===== src/rtl/camera_capture_pkg.sv =====
// Shared constants, FSM encoding, debug struct and gray-conversion helper
// for the camera capture block.
package camera_pkg;

    localparam int FRAME_BYTES   = 75;
    localparam int BYTES_PER_PIX = 3;
    localparam int NUM_PIX       = 25;
    localparam int GRAY_SHIFT    = 2;

    typedef enum logic [1:0] {
        IDLE    = 2'd0,
        CAPTURE = 2'd1,
        SEND    = 2'd2
    } state_t;

    typedef struct packed {
        state_t     state;
        logic [4:0] idx;
        logic [6:0] req_cnt;
        logic [6:0] byte_cnt;
    } dbg_t;

    // R + 2G + B is at most 1020, so a 10-bit sum never overflows.
    function automatic logic [7:0] gray_of(input logic [7:0] r,
                                           input logic [7:0] g,
                                           input logic [7:0] b);
        logic [9:0] sum;
        sum = {2'b00, r} + {1'b0, g, 1'b0} + {2'b00, b};
        return 8'(sum >> GRAY_SHIFT);
    endfunction

endpackage


===== src/rtl/camera_capture_if.sv =====
// Pixel output stream. A pixel transfers on a rising clk edge where
// pix_valid and pix_ready are both high; while pix_valid=1 and
// pix_ready=0 the master holds pix_data and pix_last stable.
interface camera_capture_if;
    logic       pix_valid;
    logic       pix_ready;
    logic [7:0] pix_data;
    logic       pix_last;

    modport master (output pix_valid, output pix_data, output pix_last, input pix_ready);
    modport slave  (input pix_valid, input pix_data, input pix_last, output pix_ready);
endinterface


===== src/rtl/camera_capture_ram.sv =====
// 25x8 gray pixel store: one synchronous write port, one combinational read port.
module gray_frame_ram
    import camera_pkg::*;
(
    input  logic       clk,
    input  logic       we,
    input  logic [4:0] waddr,
    input  logic [7:0] wdata,
    input  logic [4:0] raddr,
    output logic [7:0] rdata
);
    logic [7:0] mem [NUM_PIX];

    always_ff @(posedge clk) begin
        if (we && (waddr < 5'(NUM_PIX))) begin
            mem[waddr] <= wdata;
        end
    end

    assign rdata = (raddr < 5'(NUM_PIX)) ? mem[raddr] : 8'h00;
endmodule


===== src/rtl/camera_capture.sv =====
// Captures one 5x5 RGB frame from the camera, converts each pixel to gray
// and streams the 25 gray pixels out through a valid/ready interface.
module camera_capture
    import camera_pkg::*;
(
    input  logic                    clk,
    input  logic                    rst,
    input  logic                    start,
    output logic                    camera_en,
    input  logic                    cam_valid,
    input  logic [7:0]              cam_data,
    output logic                    busy,
    output logic                    frame_done,
    camera_capture_if.master        pix,
    output dbg_t                    dbg
);
    localparam logic [6:0] REQ_LAST  = 7'(FRAME_BYTES - 1);
    localparam logic [6:0] BYTE_LAST = 7'(FRAME_BYTES - 1);
    localparam logic [4:0] IDX_LAST  = 5'(NUM_PIX - 1);

    state_t     state;
    logic [6:0] req_cnt;
    logic [6:0] byte_cnt;
    logic [1:0] phase;
    logic [7:0] r_q;
    logic [7:0] g_q;
    logic [4:0] idx;
    logic       pix_valid_q;
    logic       pix_last_q;

    logic       accept;
    logic       ram_we;
    logic [4:0] ram_waddr;
    logic [7:0] ram_wdata;
    logic [7:0] ram_rdata;

    assign accept    = (state == CAPTURE) && cam_valid;
    assign ram_we    = accept && (phase == 2'd2);
    assign ram_waddr = 5'(byte_cnt / 7'(BYTES_PER_PIX));
    assign ram_wdata = gray_of(r_q, g_q, cam_data);

    gray_frame_ram u_ram (
        .clk   (clk),
        .we    (ram_we),
        .waddr (ram_waddr),
        .wdata (ram_wdata),
        .raddr (idx),
        .rdata (ram_rdata)
    );

    always_ff @(posedge clk) begin
        if (rst) begin
            state       <= IDLE;
            req_cnt     <= '0;
            byte_cnt    <= '0;
            phase       <= '0;
            idx         <= '0;
            camera_en   <= 1'b0;
            pix_valid_q <= 1'b0;
            pix_last_q  <= 1'b0;
            frame_done  <= 1'b0;
        end else begin
            frame_done <= 1'b0;
            case (state)
                IDLE: begin
                    if (start) begin
                        state     <= CAPTURE;
                        camera_en <= 1'b1;
                        req_cnt   <= '0;
                        byte_cnt  <= '0;
                        phase     <= '0;
                        idx       <= '0;
                    end
                end
                CAPTURE: begin
                    // Requests run for a fixed 75 cycles; bytes may lag behind them.
                    if (camera_en) begin
                        if (req_cnt == REQ_LAST) camera_en <= 1'b0;
                        else                     req_cnt   <= req_cnt + 7'd1;
                    end
                    if (accept) begin
                        case (phase)
                            2'd0:    r_q <= cam_data;
                            2'd1:    g_q <= cam_data;
                            default: ;
                        endcase
                        phase    <= (phase == 2'd2) ? 2'd0 : phase + 2'd1;
                        byte_cnt <= byte_cnt + 7'd1;
                        if (byte_cnt == BYTE_LAST) begin
                            state       <= SEND;
                            pix_valid_q <= 1'b1;
                            pix_last_q  <= 1'b0;
                            idx         <= '0;
                        end
                    end
                end
                SEND: begin
                    if (pix.pix_ready) begin
                        if (idx == IDX_LAST) begin
                            state       <= IDLE;
                            pix_valid_q <= 1'b0;
                            pix_last_q  <= 1'b0;
                            frame_done  <= 1'b1;
                        end else begin
                            idx        <= idx + 5'd1;
                            pix_last_q <= (idx == IDX_LAST - 5'd1);
                        end
                    end
                end
                default: state <= IDLE;
            endcase
        end
    end

    assign busy          = (state != IDLE);
    assign pix.pix_valid = pix_valid_q;
    assign pix.pix_last  = pix_last_q;
    assign pix.pix_data  = pix_valid_q ? ram_rdata : 8'h00;

    assign dbg.state    = state;
    assign dbg.idx      = idx;
    assign dbg.req_cnt  = req_cnt;
    assign dbg.byte_cnt = byte_cnt;
endmodule


===== src/flat_wrapper.sv =====
// flat-port wrapper written by rule: the top's interface ports become plain ports
module camera_capture_flat import camera_pkg::*;
  (clk, rst, start, camera_en, cam_valid, cam_data, busy, frame_done, dbg, pix_pix_valid, pix_pix_data, pix_pix_last, pix_pix_ready);
  camera_capture_if pix_i ();
  input  logic clk;
  input  logic rst;
  input  logic start;
  output logic camera_en;
  input  logic cam_valid;
  input  logic [7:0] cam_data;
  output logic busy;
  output logic frame_done;
  output dbg_t dbg;
  output wire logic [$bits(pix_i.pix_valid)-1:0] pix_pix_valid;
  output wire logic [$bits(pix_i.pix_data)-1:0] pix_pix_data;
  output wire logic [$bits(pix_i.pix_last)-1:0] pix_pix_last;
  input wire logic [$bits(pix_i.pix_ready)-1:0] pix_pix_ready;
  assign pix_pix_valid = pix_i.pix_valid;
  assign pix_pix_data = pix_i.pix_data;
  assign pix_pix_last = pix_i.pix_last;
  assign pix_i.pix_ready = pix_pix_ready;
  camera_capture u_core (.clk(clk), .rst(rst), .start(start), .camera_en(camera_en), .cam_valid(cam_valid), .cam_data(cam_data), .busy(busy), .frame_done(frame_done), .pix(pix_i), .dbg(dbg));
endmodule

===== config.mk =====
export PLATFORM = sky130hd
export DESIGN_NAME = camera_capture_flat
export DESIGN_NICKNAME = d
export VERILOG_FILES = /design/src/rtl/camera_capture_pkg.sv /design/src/rtl/camera_capture_if.sv /design/src/rtl/camera_capture_ram.sv /design/src/rtl/camera_capture.sv /design/src/flat_wrapper.sv
export SDC_FILE = /design/constraint.sdc
export NUM_CORES = 1
export LEC_CHECK = 0
export ABC_AREA = 0
export CORE_AREA = 4 4 181 183
export CTS_BUF_LIST = sky130_fd_sc_hd__clkbuf_8
export DETAILED_ROUTE_END_ITERATION = 8
export DIE_AREA = 0 0 185 187
export DONT_BUFFER_PORTS = 1
export PLACE_DENSITY_LB_ADDON = 0.08
export RECOVER_POWER = 50
export SLEW_MARGIN = 20
export SYNTH_ARGS = -nofsm -noshare
export SYNTH_HDL_FRONTEND = slang
export SYNTH_HIERARCHICAL = 1
export SYNTH_SLANG_ARGS = --single-unit

===== constraint.sdc =====
create_clock -name clk -period 11.4 [get_ports clk]
set_input_delay 2.28 -clock clk [delete_from_list [all_inputs] [get_ports clk]]
set_output_delay 2.28 -clock clk [all_outputs]
set_load 0.05 [all_outputs]

Word level (Yosys, flattened, before mapping)

Memory sizes are Yosys's and may differ from the RTL's. A register that Yosys moved wholly into a read port is not among the register bits.
Index checks and enable logic that the tools add are counted.

$add $sub $neg: 6
Reduce and logical (&&, ||, !) cells: 19
Bitwise operators: 3
Muxes and demuxes: 43
Eq/ne operators: 16
Magnitude comparators: 2
Div/mod/pow operators: 1

Operators with widths:

| operator            | number |
|---|---|
| $mux 5              | 7 |
| $mux 7              | 4 |
| $pmux 7 s2          | 2 |
| $mux 2              | 8 |
| $mux 8              | 2 |
| $reduce_and 4->1    | 4 |
| $pmux 5 s3          | 1 |
| $add 7x1->7 const B | 2 |
| $eq 7x7->1 const B  | 2 |
| $mux 1              | 14 |
| $add 10x8->10       | 1 |
| $add 8x9->10        | 1 |
| $eq 5x5->1 const B  | 2 |
| $lt 5x5->1 const B  | 2 |
| $ne 2x2->1 const B  | 5 |
| $reduce_and 5->1    | 2 |
| $div 7x2->7 const B | 1 |
| $ne 2x1->1 const B  | 3 |
| $pmux 1 s2          | 3 |
| $pmux 2 s3          | 1 |
| $reduce_and 6->1    | 1 |
| $reduce_bool 2->1   | 3 |
| $add 5x1->5 const B | 1 |
| $eq 2x1->1 const B  | 2 |
| 10 further kinds    | 16 |

Bits of input ports: 13
Logic and storage cells: 102
Output and inout port bits: 34
Memories kept: 1
RAM bits: 200
Bits in registers: 43

Memory list:

| name             | words | bits a word | rd ports | clocked after memory_dff | write ports | line                     | source |
|---|---|---|---|---|---|---|---|
| u_core.u_ram.mem | 25    | 8           | 1        | 1                        | 1           | camera_capture_ram.sv:12 | `logic [7:0] mem [NUM_PIX];` |

Logic depth before layout (Yosys ltp)

Word-level depth: 6
Mapped depth: 11
Gate-level depth less buffers: 11

Cells and area by module

Netlist, hierarchy kept.

By module, submodules not included:

| module         | cells an instance | seq. area each (sq um) | area each (sq um) | times used |
|---|---|---|---|---|
| gray_frame_ram | 476               | 6,005.8                | 8,021.4           | 1 |
| camera_capture | 298               | 1,021.0                | 2,813.9           | 1 |

Worst setup path before layout

OpenSTA, ideal clock, no wires.

Path kind: input to register
Start point: input port cam_data[2]
End point: memory u_core.u_ram.mem[0][7] (data pin)
Path slack: 6.153 ns
Setup time: 0.400 ns
Required time: 11.000 ns
Arrival time: 4.847 ns
Buffers on the path: 0
Stages on the path: 9
Path through: fa_1 -> inv_1 -> fa_1 -> nor2b_1 -> o21ai_0 -> nand2b_1 -> a21o_1 -> a21oi_1 -> o21ai_0

Cells in the longest elaborated chain, start to end: 1

Ends and longest elaborated chain:

| what                          | line                     | source |
|---|---|---|
| from (decl)                   | flat_wrapper.sv:10       | `input logic [7:0] cam_data;` |
| $add 10x8->10                 | camera_capture_pkg.sv:28 | `sum = {2'b00, r} + {1'b0, g, 1'b0} + {2'b00, b};` |
| named net u_core.ram_wdata[7] | camera_capture.sv:34     | `logic [7:0] ram_wdata;` |
| to (decl)                     | camera_capture_ram.sv:12 |  |

The timed path passes the listed nets, and every way through them passes these cells.

Worst setup path after layout

Start point: register u_core.idx[0]
End point: output port pix_pix_data[4]

Cells in the longest elaborated chain, start to end: 3

Ends and longest elaborated chain:

| what                          | line                     | source |
|---|---|---|
| from (decl)                   | camera_capture.sv:27     | `logic [4:0] idx;` |
| from (signal assigned)        | camera_capture.sv:105    | `idx <= idx + 5'd1;` |
| $lt 5x5->1                    | camera_capture_ram.sv:20 | `assign rdata = (raddr < 5'(NUM_PIX)) ? mem[raddr] : 8'h00;` |
| $mux 8                        | camera_capture_ram.sv:20 |  |
| named net u_core.ram_rdata[4] | camera_capture.sv:35     | `logic [7:0] ram_rdata;` |
| $mux 8                        | camera_capture.sv:118    | `assign pix.pix_data = pix_valid_q ? ram_rdata : 8'h00;` |
| to (decl)                     | flat_wrapper.sv:15       | `output wire logic [$bits(pix_i.pix_data)-1:0] pix_pix_data;` |

The timed path passes the listed nets, and every way through them passes these cells.

==> results.py <==
metrics = {
    "hold_path": {
        "hold-path-cell-count": 1,
        "min_path_type": "reg -> reg",
    },
    "timing": {
        "fin_crit_sh": 0.681,
        "tightest_slew_ps": 3760,
        "grt_setup_unrepaired": "no",
        "clock.fmax_mhz": 129,
        "setup_slack_ps": 3640,
        "fin_crit_ps": 7760,
        "finalSetupTns_ps": 0,
        "drv_slew": 199,
        "finalSetupViolations": 0,
        "hold_viol_final": 0,
        "relSlewSlack": -1.51,
        "fin_skew_ps": 33.0,
    },
    "place": {
        "placed_area_um2": 11200,
        "port_buffers": 0,
        "gp_congestion": 0.774,
        "pre_cts_ws_ps": 6120,
        "hpwl_um": 16600,
    },
    "worst_setup_path": {
        "critical_path_class": "reg -> out",
        "crit_fanout": 44,
        "start_kind": "flip-flop",
        "worst_ep_required_time_ps": 9120,
        "end_kind": "output port",
        "worstPathArrival_ps": 5480,
        "ff2ff_path_depth": 9,
    },
    "power_and_ir_drop": {
        "swShare": 0.231,
        "switchingPower_mw": 0.423,
        "power_frac_comb": 0.043,
        "leakage_nw": 3.65,
        "ir_drop_v": 0.0000803,
        "p_clk_frac": 0.402,
        "p_int_mw": 1.40,
        "power_frac_seq": 0.555,
        "p_per_area_nw_per_um2": 154,
    },
    "global_route": {
        "grtUsageTotal": 0.146,
        "grt_pass1_wl_um": 39100,
        "grt_pass1_vias": 6514,
        "grt_overflow": 0,
        "grt_antenna_before_repair": 3,
        "grt_max_degree": 46,
    },
    "synth": {
        "yosys_register_bits": 243,
        "synthTopCellsByCount": "edfxtp_1 (216), mux2i_1 (98), nor2_1 (52), nand2_1 (41), a22oi_1 (35)",
        "syn_area_um2": 10800,
        "syn_inst": 774,
        "synthMuxAreaShare": 0.0916,
        "ys_warn_count": 6,
        "yosys.area.top_type": "edfxtp_1",
        "yosysSeqAreaShare": 0.648,
        "synth-simple-area-share": 0.111,
        "ys_async_sr_fraction": 0,
        "synth_cell_types": 74,
        "synth_area_leaders": "edfxtp_1 (60%), mux2i_1 (9.1%), dfxtp_1 (5.0%)",
        "synth_fa_ha_area_frac": 0.0330,
        "synth_edf_count": 216,
        "synth-compound-area-share": 0.0710,
        "synth-main-ff-cell": "edfxtp_1",
        "yosysMostFrequentCell": "edfxtp_1",
        "synth_top_area_share": 0.599,
        "synth-xor-area-share": 0.0137,
        "avgSynthCellArea_um2": 14.0,
        "synth_top_family_by_area": "simple AND/OR/NAND/NOR gates",
        "synth_nets": 810,
    },
    "clocking": {
        "clk_pin_slew_ps": 60,
        "cts_setup_buffers": 0,
        "cts.repair.resized": 0,
        "clockRootBuffer": "clkbuf_8",
        "clockBufferDepth": 3,
        "worstSkewPairLatency_ps": 550,
        "tritoncts": "done",
        "clkSinkCount": 243,
        "holdBufCountCts": 0,
        "htree_levels": 2,
        "cts_buffers": 44,
    },
    "die": {
        "core_um2": 31200,
        "row_count": 65,
        "initial_core_util": 0.347,
        "pin_count": 47,
        "die-area_um2": 34600,
        "fp.dieW_um": 185,
        "die-height_um": 187,
    },
    "detailed_routing": {
        "wirelength_um": 25500,
        "wl_per_cell_um": 20.8,
        "dr.pass1.iters": 5,
        "ant_nets": 0,
        "drt-initial-drc-count": 454,
        "viasPerCell": 5.18,
        "vias": 6339,
        "drc": 0,
    },
    "run_status": {
        "violations": "max-capacitance violations, max-slew violations",
        "status": "finished, violations left",
    },
    "final_layout": {
        "final_cell_area_um2": 11900,
        "antenna_cells": 0,
        "final_util": 0.381,
        "drive_gt1_frac": 0.0937,
        "area_growth_pct": 9.85,
        "layout.nets": 823,
    },
    "flow_run": {
        "max_cap_viol_count": 7,
    },
}
cells by family (layout without fill, tap and decap cells):
group	after synthesis	count (layout)
flip-flops	243	243
AND/OR/NAND/NOR	218	218
AO/OA/AOI/OAI	116	116
multiplexers	99	99
buffers and inverters	57	105
adder cells (fa/ha/maj)	24	24
XOR/XNOR	17	17
layer usage:
layer / part of all wire / wire, um / GRT usage / vias to the layer above
li1: - / - / - / 2974
met1: 0.45 / 11600 / 0.199 / 3157
met2: 0.46 / 11800 / 0.229 / 142
met3: 0.056 / 1420 / 0.0391 / 60
met4: 0.026 / 653 / 0.0440 / 6
met5: 0.0015 / 39 / 0 / -
state kept, by name, indices dropped and copies added (netlist names), 2 cells and up:
name and count:
u_core/phase 2, u_core/idx 5, u_core/g_q 8, u_core/req_cnt 7, u_core/state 2, u_core/u_ram/mem 200, u_core/byte_cnt 7, u_core/r_q 8
critical path, stage by stage, from the launching register on:
cell and delay (ps):
dfxtp_2 330, clkbuf_1 2610, nor2_1 670, a22oi_1 510
nand3_1 190, nand4_1 160, and2_1 460
power by group through the flow:
stage | Combinational, mW | Sequential, mW | Clock (mW)
finish | 0.0789 | 1.01 | 0.735
global route | 0.0897 | 1.01 | 0.812
CTS | 0.0875 | 1.01 | 0.764
detailed placement | 0.0871 | 1.03 | 0
global placement | 0.0854 | 1.03 | 0
floorplan | 0.0449 | 1.03 | 0
worst paths after layout:
kind                                     start                            to  slack [ps]
hold / removal    u_core/phase[0]$_SDFFE_PP0P_  u_core/phase[0]$_SDFFE_PP0P_         550
hold reg to reg   u_core/phase[0]$_SDFFE_PP0P_  u_core/phase[0]$_SDFFE_PP0P_         550
setup / recovery    u_core/idx[0]$_SDFFE_PP0P_               pix_pix_data[4]        3640
setup reg to reg    u_core/idx[0]$_SDFFE_PP0P_    u_core/idx[2]$_SDFFE_PP0P_        6530
stage by stage:
| stage | power, mW | instances | hold slack [ps] |
|---|---|---|---|
| after floorplan | 1.07 | 774 | 489 |
| after global placement | 1.12 | 1143 | 538 |
| after detailed placement | 1.12 | 1143 | 549 |
| after CTS | 1.86 | 1224 | 557 |
| after global routing | 1.92 | 1224 | 569 |
| final | 1.83 | 1224 | 545 |
cells in the final DEF, fill, tap and decap left out, types with 4 or more instances in the layout:
master / Yosys / layout
a21oi_1: 33 / 35
clkbuf_1: 5 / 5
or3_1: 5 / 5
nand2_1: 41 / 42
nand4_1: 15 / 15
ha_1: 15 / 15
mux2i_1: 98 / 98
a21o_1: 4 / 4
nand3b_1: 4 / 4
xnor2_1: 10 / 8
clkinv_1: 0 / 16
dfxtp_1: 27 / 24
or3b_1: 5 / 5
o21ai_0: 15 / 14
nand2b_1: 7 / 7
and3_1: 3 / 4
a211oi_1: 5 / 5
nor2_1: 52 / 53
clkinv_2: 0 / 6
edfxtp_1: 216 / 216
nor2b_1: 10 / 8
and2_1: 11 / 11
xor2_1: 7 / 6
a22oi_1: 35 / 35
fa_1: 8 / 8
nor3_1: 4 / 5
clkbuf_8: 0 / 44
nand3_1: 31 / 31
inv_1: 16 / 27
cell type report:
class / instances / area [um2]
multi-input cells: 474 / 3480
well taps: 402 / 503
repair buffers: 6 / 26.3
clock inverters: 37 / 185
fillers: 3047 / 19300
inverters: 18 / 67.6
flip-flops and latches: 243 / 7030
clock buffers: 44 / 606
No activity file was read; power rests on OpenSTA's default activity.
